`src/rtl/opl3_timers.sv`:
```
// ============================================================================
//  Module   : opl3_timers
//  Purpose  : OPL3 Timer 1 (80 us) and Timer 2 (prescaled) with status/IRQ.
//  Revision : 1.0
// ============================================================================
`default_nettype none

module opl3_timers #(
  parameter int TIMER2_PRESCALE = 4
) (
  input  logic       clk,
  input  logic       reset_n,
  input  logic       tick_80us,
  input  logic       wr_en,
  input  logic [7:0] wr_addr,
  input  logic [7:0] wr_data,
  output logic [7:0] status,
  output logic       irq_n
);

  localparam int PW = $clog2(TIMER2_PRESCALE);
  localparam logic [PW-1:0] P_LAST = PW'(TIMER2_PRESCALE - 1);

  logic [7:0]    t1p_q, t1p_d, t2p_q, t2p_d;
  logic [7:0]    c1_q, c1_d, c2_q, c2_d;
  logic          st1_q, st1_d, st2_q, st2_d;
  logic          mt1_q, mt1_d, mt2_q, mt2_d;
  logic          ft1_q, ft1_d, ft2_q, ft2_d;
  logic [PW-1:0] p_q, p_d;
  logic          irq_n_q;

  logic w_wr_t1p, w_wr_t2p, w_wr_ctl, w_wr_rst;
  logic w_t2_tick, w_ovf1, w_ovf2;
  logic w_unused;

  assign w_wr_t1p  = wr_en && (wr_addr == 8'h02);
  assign w_wr_t2p  = wr_en && (wr_addr == 8'h03);
  assign w_wr_ctl  = wr_en && (wr_addr == 8'h04) && !wr_data[7];
  assign w_wr_rst  = wr_en && (wr_addr == 8'h04) &&  wr_data[7];
  assign w_t2_tick = tick_80us && (p_q == P_LAST);
  assign w_unused  = ^wr_data[4:2];

  always_comb begin
    t1p_d  = t1p_q;
    t2p_d  = t2p_q;
    c1_d   = c1_q;
    c2_d   = c2_q;
    st1_d  = st1_q;
    st2_d  = st2_q;
    mt1_d  = mt1_q;
    mt2_d  = mt2_q;
    ft1_d  = ft1_q;
    ft2_d  = ft2_q;
    p_d    = p_q;
    w_ovf1 = 1'b0;
    w_ovf2 = 1'b0;

    if (w_wr_t1p) t1p_d = wr_data;
    if (w_wr_t2p) t2p_d = wr_data;
    if (w_wr_ctl) begin
      mt1_d = wr_data[6];
      mt2_d = wr_data[5];
      st2_d = wr_data[1];
      st1_d = wr_data[0];
    end
    if (tick_80us) p_d = p_q + 1'b1;

    // A rising start bit loads the preset and swallows any coincident tick.
    if (st1_d && !st1_q) begin
      c1_d = t1p_q;
    end else if (st1_d && tick_80us) begin
      if (c1_q == 8'hFF) begin
        c1_d   = t1p_q;
        w_ovf1 = 1'b1;
      end else begin
        c1_d = c1_q + 8'd1;
      end
    end

    if (st2_d && !st2_q) begin
      c2_d = t2p_q;
    end else if (st2_d && w_t2_tick) begin
      if (c2_q == 8'hFF) begin
        c2_d   = t2p_q;
        w_ovf2 = 1'b1;
      end else begin
        c2_d = c2_q + 8'd1;
      end
    end

    // Clear first so a same-cycle overflow still leaves the flag set.
    if (w_wr_rst) begin
      ft1_d = 1'b0;
      ft2_d = 1'b0;
    end
    if (w_ovf1 && !mt1_q) ft1_d = 1'b1;
    if (w_ovf2 && !mt2_q) ft2_d = 1'b1;
  end

  always_ff @(posedge clk) begin
    if (!reset_n) begin
      t1p_q   <= 8'h00;
      t2p_q   <= 8'h00;
      c1_q    <= 8'h00;
      c2_q    <= 8'h00;
      st1_q   <= 1'b0;
      st2_q   <= 1'b0;
      mt1_q   <= 1'b0;
      mt2_q   <= 1'b0;
      ft1_q   <= 1'b0;
      ft2_q   <= 1'b0;
      p_q     <= '0;
      irq_n_q <= 1'b1;
    end else begin
      t1p_q   <= t1p_d;
      t2p_q   <= t2p_d;
      c1_q    <= c1_d;
      c2_q    <= c2_d;
      st1_q   <= st1_d;
      st2_q   <= st2_d;
      mt1_q   <= mt1_d;
      mt2_q   <= mt2_d;
      ft1_q   <= ft1_d;
      ft2_q   <= ft2_d;
      p_q     <= p_d;
      irq_n_q <= ~(ft1_d | ft2_d);
    end
  end

  assign status = {ft1_q | ft2_q, ft1_q, ft2_q, 5'b00000};
  assign irq_n  = irq_n_q;

endmodule

`default_nettype wire

```
`config.mk`:
```
export PLATFORM = sky130hd
export DESIGN_NAME = opl3_timers
export DESIGN_NICKNAME = d
export VERILOG_FILES = /design/src/rtl/opl3_timers.sv
export SDC_FILE = /design/constraint.sdc
export NUM_CORES = 1
export LEC_CHECK = 0
export CAP_MARGIN = 10
export CORE_MARGIN = 5
export CORE_UTILIZATION = 50
export CTS_CLUSTER_SIZE = 40
export DETAILED_ROUTE_END_ITERATION = 16
export DONT_BUFFER_PORTS = 1
export SYNTH_ARGS = -nofsm -noshare
export SYNTH_HDL_FRONTEND = slang
export SYNTH_SLANG_ARGS = --single-unit
export TNS_END_PERCENT = 5
```
`constraint.sdc`:
```
create_clock -name clk -period 5.35 [get_ports clk]
set_input_delay 1.07 -clock clk [delete_from_list [all_inputs] [get_ports clk]]
set_output_delay 1.07 -clock clk [all_outputs]
set_load 0.03 [all_outputs]
```
Yosys cells after proc, flatten, opt, wreduce, memory -nomap -nowiden. Cells that the tools add are included.

Bits in registers: 41. Output and inout port bits: 9. Logic and storage cells: 61.

$add $sub $neg: 3. Equality and inequality tests: 6. Mux-type cells: 18. Bitwise gates (word level): 3. Reduce and logical (&&, ||, !) cells: 19.

Operator list (number): $mux 8 (6); $add 8x1->8 const B (2); $eq 8x2->1 const B (2); $eq 8x8->1 const B (2); $logic_and 1x1->1 (12); $mux 1 (12); $eq 8x3->1 const B (1); $logic_not 1->1 (5); $reduce_bool 2->1 (2); $add 2x1->2 const B (1); $eq 2x2->1 const B (1); $or 1x1->1 (2); $not 1->1 (1).

Depth between registers and ports, before layout. Gate-level depths: netlist of the first run.

Word-level depth: 11. Gate-level depth with buffers: 8. Mapped depth without buffers: 6.

Worst setup path after synthesis of the first run. OpenSTA, ideal clock, no wires.

Kind: input port to flip-flop. Start point: input wr_addr[4]. End point: register c2_q[0]. Library setup time: 0.075 ns. Data arrival time: 2.448 ns. Path slack: 2.827 ns. Stages on the path: 6. Buffers on the path: 1. Path through: nor4b_4 -> nand4_1 -> a22o_1 -> buf_6 -> or3_1 -> a31oi_1.

Cells in the longest elaborated chain, start to end: 6.

Ends and longest elaborated chain: start, declared (line 15) `input logic [7:0] wr_addr,`; $eq 8x3->1 (*) (line 38) `assign w_wr_ctl = wr_en && (wr_addr == 8'h04) && !wr_data[7];`; $logic_and 1x1->1 (*) (2 in series) (line 38); $mux 1 (*) (line 60) `if (w_wr_ctl) begin`; $logic_and 1x1->1, on equally long branches (line 80, 82); $mux 8 / $reduce_bool 2->1 (equally long branches); end signal, assigned (line 105) `c2_q <= 8'h00;`; end signal, assigned (line 118) `c2_q <= c2_d;`; end, declared (line 25) `logic [7:0] c1_q, c1_d, c2_q, c2_d;`.

Mark *: on every way between the ends. The rest lies on a longest branch, timed or not. A chain may end at the register's enable or synchronous reset.

Worst setup path after layout of the first run.
Start point: input wr_addr[4]. End point: register t1p_q[0].

Cells in the longest elaborated chain, start to end: 2.

Ends and longest elaborated chain: $eq 8x2->1 (line 36) `assign w_wr_t1p = wr_en && (wr_addr == 8'h02);`; $logic_and 1x1->1 (line 36); end signal, assigned (line 115) `t1p_q <= t1p_d;`; end, declared (line 24) `logic [7:0] t1p_q, t1p_d, t2p_q, t2p_d;`.

Every way passes these cells.

==> reports/summary.md, run 1 <==
In the post-synthesis netlist, the biggest area contributors are sky130_fd_sc_hd__dfxtp_1 (39%), sky130_fd_sc_hd__mux2i_1 (14%), sky130_fd_sc_hd__nor2_1 (5.9%). The maximum net fanout on the critical path works out to 8. The area share of the largest cell type after synthesis is 39.0%, and the share of the clock period used by the worst path is 53.8%. After detailed routing, the average wire length per cell comes to 16.0 microns. In this run the deepest clock path goes through 2 buffers.

For the worst flop-to-flop path, the logic depth is 6. The cts-stage hold buffer count was 0. The leakage power total was 0.884 nW. The die is 74.9 microns tall. For the met3 wire length, the log shows 370 microns. Row generation in the floorplan step produced 23 rows.

Headroom to the max-slew limit came out at 23.3%. The synthesized area per cell is 8.55 sq um, and the area growth from synthesis to layout is 2.91%. The H-tree level count came out at 2. Setup repair after global routing left no endpoint under its margin. The final cell count without fillers is 290, and the sequential-to-total area share from yosys stat is 39.0%. The number of pins exceeding their max-slew limit in the final report is 0. In this run the register-to-register setup slack is 3180 ps.

The run gives 0 as the final global-route overflow total. Port buffering added 0 buffers. The die covers 5610 sq um. The worst ir drop on vdd came out at 157 uV. The first routing iteration left 91 violations. Along the worst hold path, the cell count comes to 2. The via total after detailed routing came out at 1733. Per-cell via count in the routed design: 5.98.

TritonCTS built the clock tree. The clock drives 41 sinks. Highest clock frequency the design can meet: 0.347 GHz. In this run the critical register-to-register path is captured at c1_q[1]$_SDFFE_PN0P_. Setup violations remaining at the end of the flow were counted as 0. Data arrives at the worst endpoint at 3030 ps.

I/O pin total: 29. The tools report the clock latency reported for the late side of the worst-skew pair as 290 ps. The library cells used most frequently in the layout, excluding fill and tap cells, are sky130_fd_sc_hd__dfxtp_1 (41), sky130_fd_sc_hd__nor2_1 (33), sky130_fd_sc_hd__nand2_1 (31), sky130_fd_sc_hd__mux2i_1 (29), sky130_fd_sc_hd__a21oi_1 (16). The flow ran to the end, and the final reports show no timing, DRC or antenna violations. Path category of the worst min-delay check: reg2reg. The tool flagged a number of max-cap violations equal to 0.

Leaving out fill and tap cells, the most frequent cell in the layout is sky130_fd_sc_hd__dfxtp_1. Counting tap cells, the placed design contains a total of 283 instances. After synthesis the netlist holds a flip-flop and latch count of 41. Clock-pin slew was measured on the worst setup and hold paths at 80 ps. The first global-routing pass estimated 7.53 mm of wire. The number of flops mapped to enable cells by yosys was 0.

For the cell area after technology mapping, the log shows 2100 sq um. The die outline width was 74.9 microns. The total routing usage reported by global routing was 17.7%; the sum of net half-perimeters after detailed placement was 3.49 mm.

The worst setup path is of the in2reg kind. The cell sitting at the root of the clock tree is a sky130_fd_sc_hd__clkbuf_8. The congestion estimate from routability-driven global placement came to 0.928.

The post-cts sizing count is 0. Total negative slack for setup checks: 0 ps. Commonest register cell after synthesis: sky130_fd_sc_hd__dfxtp_1. In this run the critical register-to-register path is launched from c1_q[0]$_SDFFE_PN0P_. The pre-antenna-repair detailed-routing pass consisted of 4 iterations.

The tools report the gate count after technology mapping as 246. For this configuration, the core starts out at a cell density of 52.2%. The wire length the detailed router placed on met1 is 2.13 mm. Capturing element type of the critical path: a flip-flop. Detailed routing placed a total of 2.05 mm of wire on met2. For hold timing, the worst endpoint is c2_q[7]$_SDFFE_PN0P_. The final setup skew was 8.58 ps; the count of warnings emitted by yosys was 0.

Clock tree synthesis inserted a total of 5 buffers. Net count of the finished layout: 263. STA classifies the critical path startpoint as a primary input.

The final hold violation count was 0; the routed wire length was 4.65 mm. Via count of the first global-routing pass: 1630. The area of the placeable core is 4030 sq um, and the initial antenna violation count is 0. The final routed DRC violation total was 0. The highest layer touched by signal routing is met4. In the synthesized netlist the async set-or-reset flop fraction comes to 0%. The detail route stage leaves a number of antenna-violating nets equal to 0. At the worst endpoint, the required time is 5500 ps. Of the cells placed in the final design, the portion with a size suffix greater than 1 is 6.25%. The number of setup buffers added after CTS is 0.

For the pin with the worst max-slew slack, the measured transition is 1150 ps. The number of antenna diodes in the final layout is 0. In this run the most critical hold path is launched from c2_q[7]$_SDFFE_PN0P_.

The cell type with the highest aggregate area in the netlist was sky130_fd_sc_hd__dfxtp_1. The count of different cell masters after synthesis came out at 41. Entering global routing, the biggest net connects 27 pins. The final critical delay including setup and external delays was 2880 ps; the power per cell area was 243 nW/um^2.
## cell type report
cell class                      instances  area [sq um]
Tap cell                               50          62.6
Clock buffer                            7          86.3
Inverter                                4          15.0
Sequential cell                        41           821
Fill cell                             387          1860
Multi-Input combinational cell        188          1180
## power breakdown
group | internal [mW] | leakage, nW | switching (mW)
sequential | 0.307 | 0.331 | 0.00109
clock | 0.102 | 0.0443 | 0.0982
combinational | 0.00567 | 0.509 | 0.0122
## stage by stage
| step | hold WS, ps | power [mW] | cell area, sq um | worst slack [ps] | utilization [%] |
|---|---|---|---|---|---|
| final | 495 | 0.526 | 2170 | 2470 | 53.8 |
| after global routing | 513 | 0.549 | 2170 | 2270 | 53.8 |
| after CTS | 491 | 0.532 | 2170 | 2490 | 53.8 |
| after detailed placement | 478 | 0.333 | 2080 | 2190 | 51.6 |
| after global placement | 471 | 0.332 | 2080 | 2290 | 51.6 |
| after floorplan | 458 | 0.336 | 2120 | 2830 | - |
## worst max-delay path, cell delays in order
cell and delay [ps]:
sky130_fd_sc_hd__nor4b_4 470, sky130_fd_sc_hd__nand2_1 200, sky130_fd_sc_hd__nor4b_2 950, sky130_fd_sc_hd__mux2i_1 270
sky130_fd_sc_hd__nor2_1 60
## cells by family (layout without fill, tap and decap cells)
| family | count (synthesis) | after routing | share of synthesized area [%] |
|---|---|---|---|
| flops | 41 | 41 | 39.0 |
| other cells | 1 | 5 | 0.178 |
| mux | 30 | 30 | 14.3 |
| fa+ha+maj | 3 | 3 | 1.78 |
| xor+xnor | 1 | 1 | 0.416 |
| simple gates | 103 | 103 | 24.9 |
| buf+inv | 21 | 11 | 5.89 |
| compound gates | 46 | 46 | 13.6 |
## synthesized netlist by cell type, types with 3 or more instances
cell type / instances
sky130_fd_sc_hd__nand3_1: 6
sky130_fd_sc_hd__mux2i_1: 29
sky130_fd_sc_hd__inv_1: 3
sky130_fd_sc_hd__o22ai_1: 10
sky130_fd_sc_hd__nand2_1: 31
sky130_fd_sc_hd__buf_4: 7
sky130_fd_sc_hd__ha_1: 3
sky130_fd_sc_hd__nor3_1: 7
sky130_fd_sc_hd__clkbuf_1: 5
sky130_fd_sc_hd__o21ai_0: 3
sky130_fd_sc_hd__a22oi_1: 3
sky130_fd_sc_hd__o211ai_1: 6
sky130_fd_sc_hd__nor2b_1: 3
sky130_fd_sc_hd__nand4_1: 6
sky130_fd_sc_hd__a21oi_1: 16
sky130_fd_sc_hd__nor2_1: 33
sky130_fd_sc_hd__dfxtp_1: 41
## worst max-delay path by stage
stage / from / to / slack [ps] / cells after the start
6_report: wr_addr[4] / t1p_q[0]$_SDFFE_PN0P_ / 2470 / 5
3_3_place_gp: wr_addr[4] / t1p_q[7]$_SDFFE_PN0P_ / 2290 / 5
5_1_grt: wr_addr[4] / t1p_q[0]$_SDFFE_PN0P_ / 2270 / 5
2_1_floorplan: wr_addr[4] / c2_q[0]$_SDFFE_PN0P_ / 2830 / 6
4_1_cts: wr_addr[4] / t1p_q[2]$_SDFFE_PN0P_ / 2490 / 5
3_5_place_dp: wr_addr[4] / t1p_q[2]$_SDFFE_PN0P_ / 2190 / 5
## per-layer routing
metal	vias up	global-route usage (%)
li1	859	-
met1	809	23.4
met2	56	27.6
met3	9	4.27
met4	0	7.11
met5	-	0
## registers in the layout (all words and copies together) (netlist names), 2 cells and up
name	cells
c1_q	8
t2p_q	8
t1p_q	8
p_q	2
c2_q	8
No activity file was read; power rests on OpenSTA's default activity.
==> run 2, diff against run 1 <==
--- a/config.mk
+++ b/config.mk
@@ -5,6 +5,7 @@
 export SDC_FILE = /design/constraint.sdc
 export NUM_CORES = 1
 export LEC_CHECK = 0
+export ABC_AREA = 1
 export CAP_MARGIN = 10
 export CORE_MARGIN = 5
 export CORE_UTILIZATION = 50
==> constraint.sdc (replaced) <==
create_clock -name clk -period 2.8 [get_ports clk]
set_input_delay 0.56 -clock clk [delete_from_list [all_inputs] [get_ports clk]]
set_output_delay 0.56 -clock clk [all_outputs]
set_load 0.03 [all_outputs]
==> reports/summary.md, run 2 <==
Entering global routing, the biggest net connects 34 pins. CTS built an H-tree with a depth of 2. The number of port buffers is 0. Ranked by instance count, the synthesized netlist is headed by sky130_fd_sc_hd__nand2_1 (77), sky130_fd_sc_hd__nor2_1 (52), sky130_fd_sc_hd__dfxtp_1 (41). The worst hold path cell count is 1, and the final hold slack is 346 ps. Dividing the detail-routed wire length by the instance count gives 12.8 microns. Global routing finished with a remaining overflow of 0.

The fraction of final layout cells with drive strength greater than 1 works out to 7.76%. The top cell types in the final layout, fill and taps aside, are sky130_fd_sc_hd__nand2_1 (77), sky130_fd_sc_hd__nor2_1 (52), sky130_fd_sc_hd__dfxtp_1 (41), sky130_fd_sc_hd__inv_1 (37), sky130_fd_sc_hd__nand3_1 (26). Max-cap violations in this run came to 0. Clock root buffer master: sky130_fd_sc_hd__clkbuf_8. The run finished with clean final reports. Including well taps, the total number of placed cells is 420.

Clock-pin slew was measured on the worst setup and hold paths at 80 ps. For the initial standard-cell utilization of the core, the log shows 51.4%. Cell with the most instances on the worst path: sky130_fd_sc_hd__nand2_1. After routing the design area is 2490 sq um.

A synthesized cell averages 6.63 sq um. The worst setup path is of the reg2reg kind. The worst setup path is launched from a flip-flop.

The share of the Yosys chip area taken by registers is 33.8%. The flop and latch count out of synthesis was 41; the worst path required time was 3000 ps. The count of different cell masters after synthesis came out at 31. The highest clock frequency the design can meet is 0.531 GHz, and the number of buffer and inverter instances along the worst setup path is 1.

Setup violations remaining at the end of the flow were counted as 0. The initial antenna violation count is 0. The pin slew with the least headroom to its limit came out at 572 ps. The library cell used most frequently in the layout, excluding fill and tap cells, is sky130_fd_sc_hd__nand2_1. The logs give 2 for the number of buffers on the longest clock path and 0 for the post-cts sizing count. The cts-stage hold buffer count is 0, and the share of the clock period used by the worst path is 67.3%. Counting flops with a built-in enable in the synthesized netlist gives 0. Global routing consumed, over all layers together, 19.0% of the routing resources.

For the worst setup path, the data arrival time is 2080 ps. The tools report the final hold violation count as 0. The run gives 366 as the gate count after technology mapping. The worst flop-to-flop path startpoint was c2_q[0]$_SDFFE_PN0P_.

The remaining antenna violation count was 0. The tools report the antenna cell count as 0. The worst hold path begins at reset_n.

The logs give 0.843 for the final weighted congestion of routability-driven global placement and 169 for the number of design-rule violations left by the first detailed-router iteration. In this design, the largest share of critical-path delay is due to simple AND/OR/NAND/NOR gates. For this design the static power due to leakage is 1.07 nW. At the end of the flow, the number of nets in the layout was 383. For this design, the sink count on the clock tree is 41. The area of the die came out at 6340 sq um. The tools report the worst hold endpoint as irq_n$_SDFF_PN1_. Fill cells in the final layout number 503. The run gives 52.7% as the final cell utilization of the core. The tools report the multi-input logic area as 1320 sq um. The power per cell area works out to 405 nW/um^2.

Of all cell types, the one taking the most synthesized area is sky130_fd_sc_hd__dfxtp_1. IR analysis of the VDD net gives a maximum drop of 311 uV. For the overall power, the log shows 1.01 mW. The area growth from synthesis to layout is 2.63%. The later pin in the worst-skew pair is clocked with a latency of 290 ps. In the routed design, unresolved DRC markers number 0.

The commonest register cell after synthesis was sky130_fd_sc_hd__dfxtp_1. On the critical path, the stage with the largest delay is an instance of sky130_fd_sc_hd__dfxtp_1. The wire-length estimate of the detail-placed layout is 4.10 mm. The capture point of the worst reg-to-reg path was irq_n$_SDFF_PN1_. Sorting the synthesized cells by area gives the leading types as sky130_fd_sc_hd__dfxtp_1 (34%), sky130_fd_sc_hd__nand2_1 (12%), sky130_fd_sc_hd__nor2_1 (8.0%). The tools report the area of the placeable core as 4720 sq um. Once the clock tree was built, the setup fixing pass inserted 0 buffers. The length in cells of the worst reg-to-reg path was 10; the routed wire length was 5.48 mm. The setup slack of the critical path after layout is 915 ps.

The maximum net fanout on the critical path was 13; the final critical delay including setup and external delays was 1880 ps. The post-placement setup slack was 816 ps; the cell area after technology mapping was 2430 sq um. For the minimum setup slack among reg-to-reg paths, the log shows 920 ps. The delay contributed by the slowest stage of the critical path is 430 ps, and the proportion of register bits with asynchronous set or reset after synthesis is 0%. The tools report the via total after detailed routing as 2164. TritonCTS built the clock tree. The die is 79.7 microns tall. The number of detailed-routing iterations run before antenna repair is 4, and the die outline width is 79.7 microns. For the final routed database, the setup TNS stands at 0 ps. The tools report the capturing element type of the critical path as a flip-flop.

The run gives 0 as the number of pins exceeding their max-slew limit in the final report. For the final database, setup skew stands at 3.86 ps. I/O pin total: 29.

Path category of the worst min-delay check: in2reg. Using the TritonRoute via totals, the vias-per-cell ratio works out to 5.06. Cell area after placement: 2400 sq um. The first global-routing pass estimated 9.43 mm of wire. Setup repair after global routing left no endpoint under its margin. The number of placement rows was 25. Walking the worst path, the cells encountered are ha_1, nand3_1, inv_1, nand2_1, nor2_1, nand2_1, nor2_1, nor2_1, nand2_1, nand2_1. The number of clock buffers added by TritonCTS is 5. For the via count of the first global-routing pass, the log shows 1922.

Area share of the largest cell type after synthesis: 33.8%. During synthesis, Yosys emitted a total of 0 warnings. The count of cells in the finished layout, fillers not included, comes to 428. The run gives 61.7% as the headroom to the max-slew limit.

The most numerous cell in the Yosys netlist is sky130_fd_sc_hd__nand2_1. The tools report the flip-flop and latch area as 821 sq um.
## run 2: changes by cell type after synthesis, sizes merged, moves of 23 or more
cell   delta
mux2i    -29
nor2     +23
nand2    +50
nand3    +25
inv      +38
o21ai    +37
## run 2: power breakdown
part           leakage (nW)  total [mW]  switching (mW)  internal (mW)
Combinational         0.695      0.0413          0.0288         0.0124
Sequential            0.331       0.588         0.00239          0.586
Clock                0.0439       0.379           0.207          0.172
Total                  1.07        1.01           0.238          0.771
## run 2: kinds of logic after synthesis
group	Yosys count	synth area share, %
other	1	0.155
flip-flops	41	33.8
adder cells (fa/ha/maj)	3	1.55
XOR/XNOR	7	2.53
AO/OA/AOI/OAI	63	13.0
AND/OR/NAND/NOR	187	36.7
buffers and inverters	64	12.3
## run 2: worst register-to-register path: cells and delay by family (launching register included)
family                   cells  cell delay (ps)
buffers and inverters        1              110
AND/OR/NAND/NOR              8             1020
flip-flops                   1              430
adder cells (fa/ha/maj)      1              220
## run 2: metal layers
layer  share of wire, %  global-route usage, %  vias to the layer above  wire length, microns
met2                 40                   27.2                       44                  2200
met4                1.2                   6.36                        0                    68
met1                 53                   27.3                      955                  2890
met5                  0                      0                        -                     0
met3                5.9                   4.97                        7                   322
li1                   -                      -                     1158                     -
## run 2: cell type report
class	instances	share of cell area, %
well taps	67	3.37
flip-flops and latches	41	33.0
inverters	47	7.09
clock inverters	3	0.704
multi-input cells	265	53.1
clock buffers	5	2.76
## run 2: worst max path at each step
stage / from / to / slack (ps) / depth (start not counted)
global placement: wr_addr[1] / c1_q[2]$_SDFFE_PN0P_ / 830 / 10
detailed placement: wr_addr[1] / c1_q[2]$_SDFFE_PN0P_ / 820 / 10
floorplan: wr_addr[1] / c1_q[1]$_SDFFE_PN0P_ / 1150 / 11
CTS: c2_q[0]$_SDFFE_PN0P_ / irq_n$_SDFF_PN1_ / 900 / 10
finish: c2_q[0]$_SDFFE_PN0P_ / irq_n$_SDFF_PN1_ / 920 / 10
global route: c2_q[0]$_SDFFE_PN0P_ / irq_n$_SDFF_PN1_ / 700 / 10
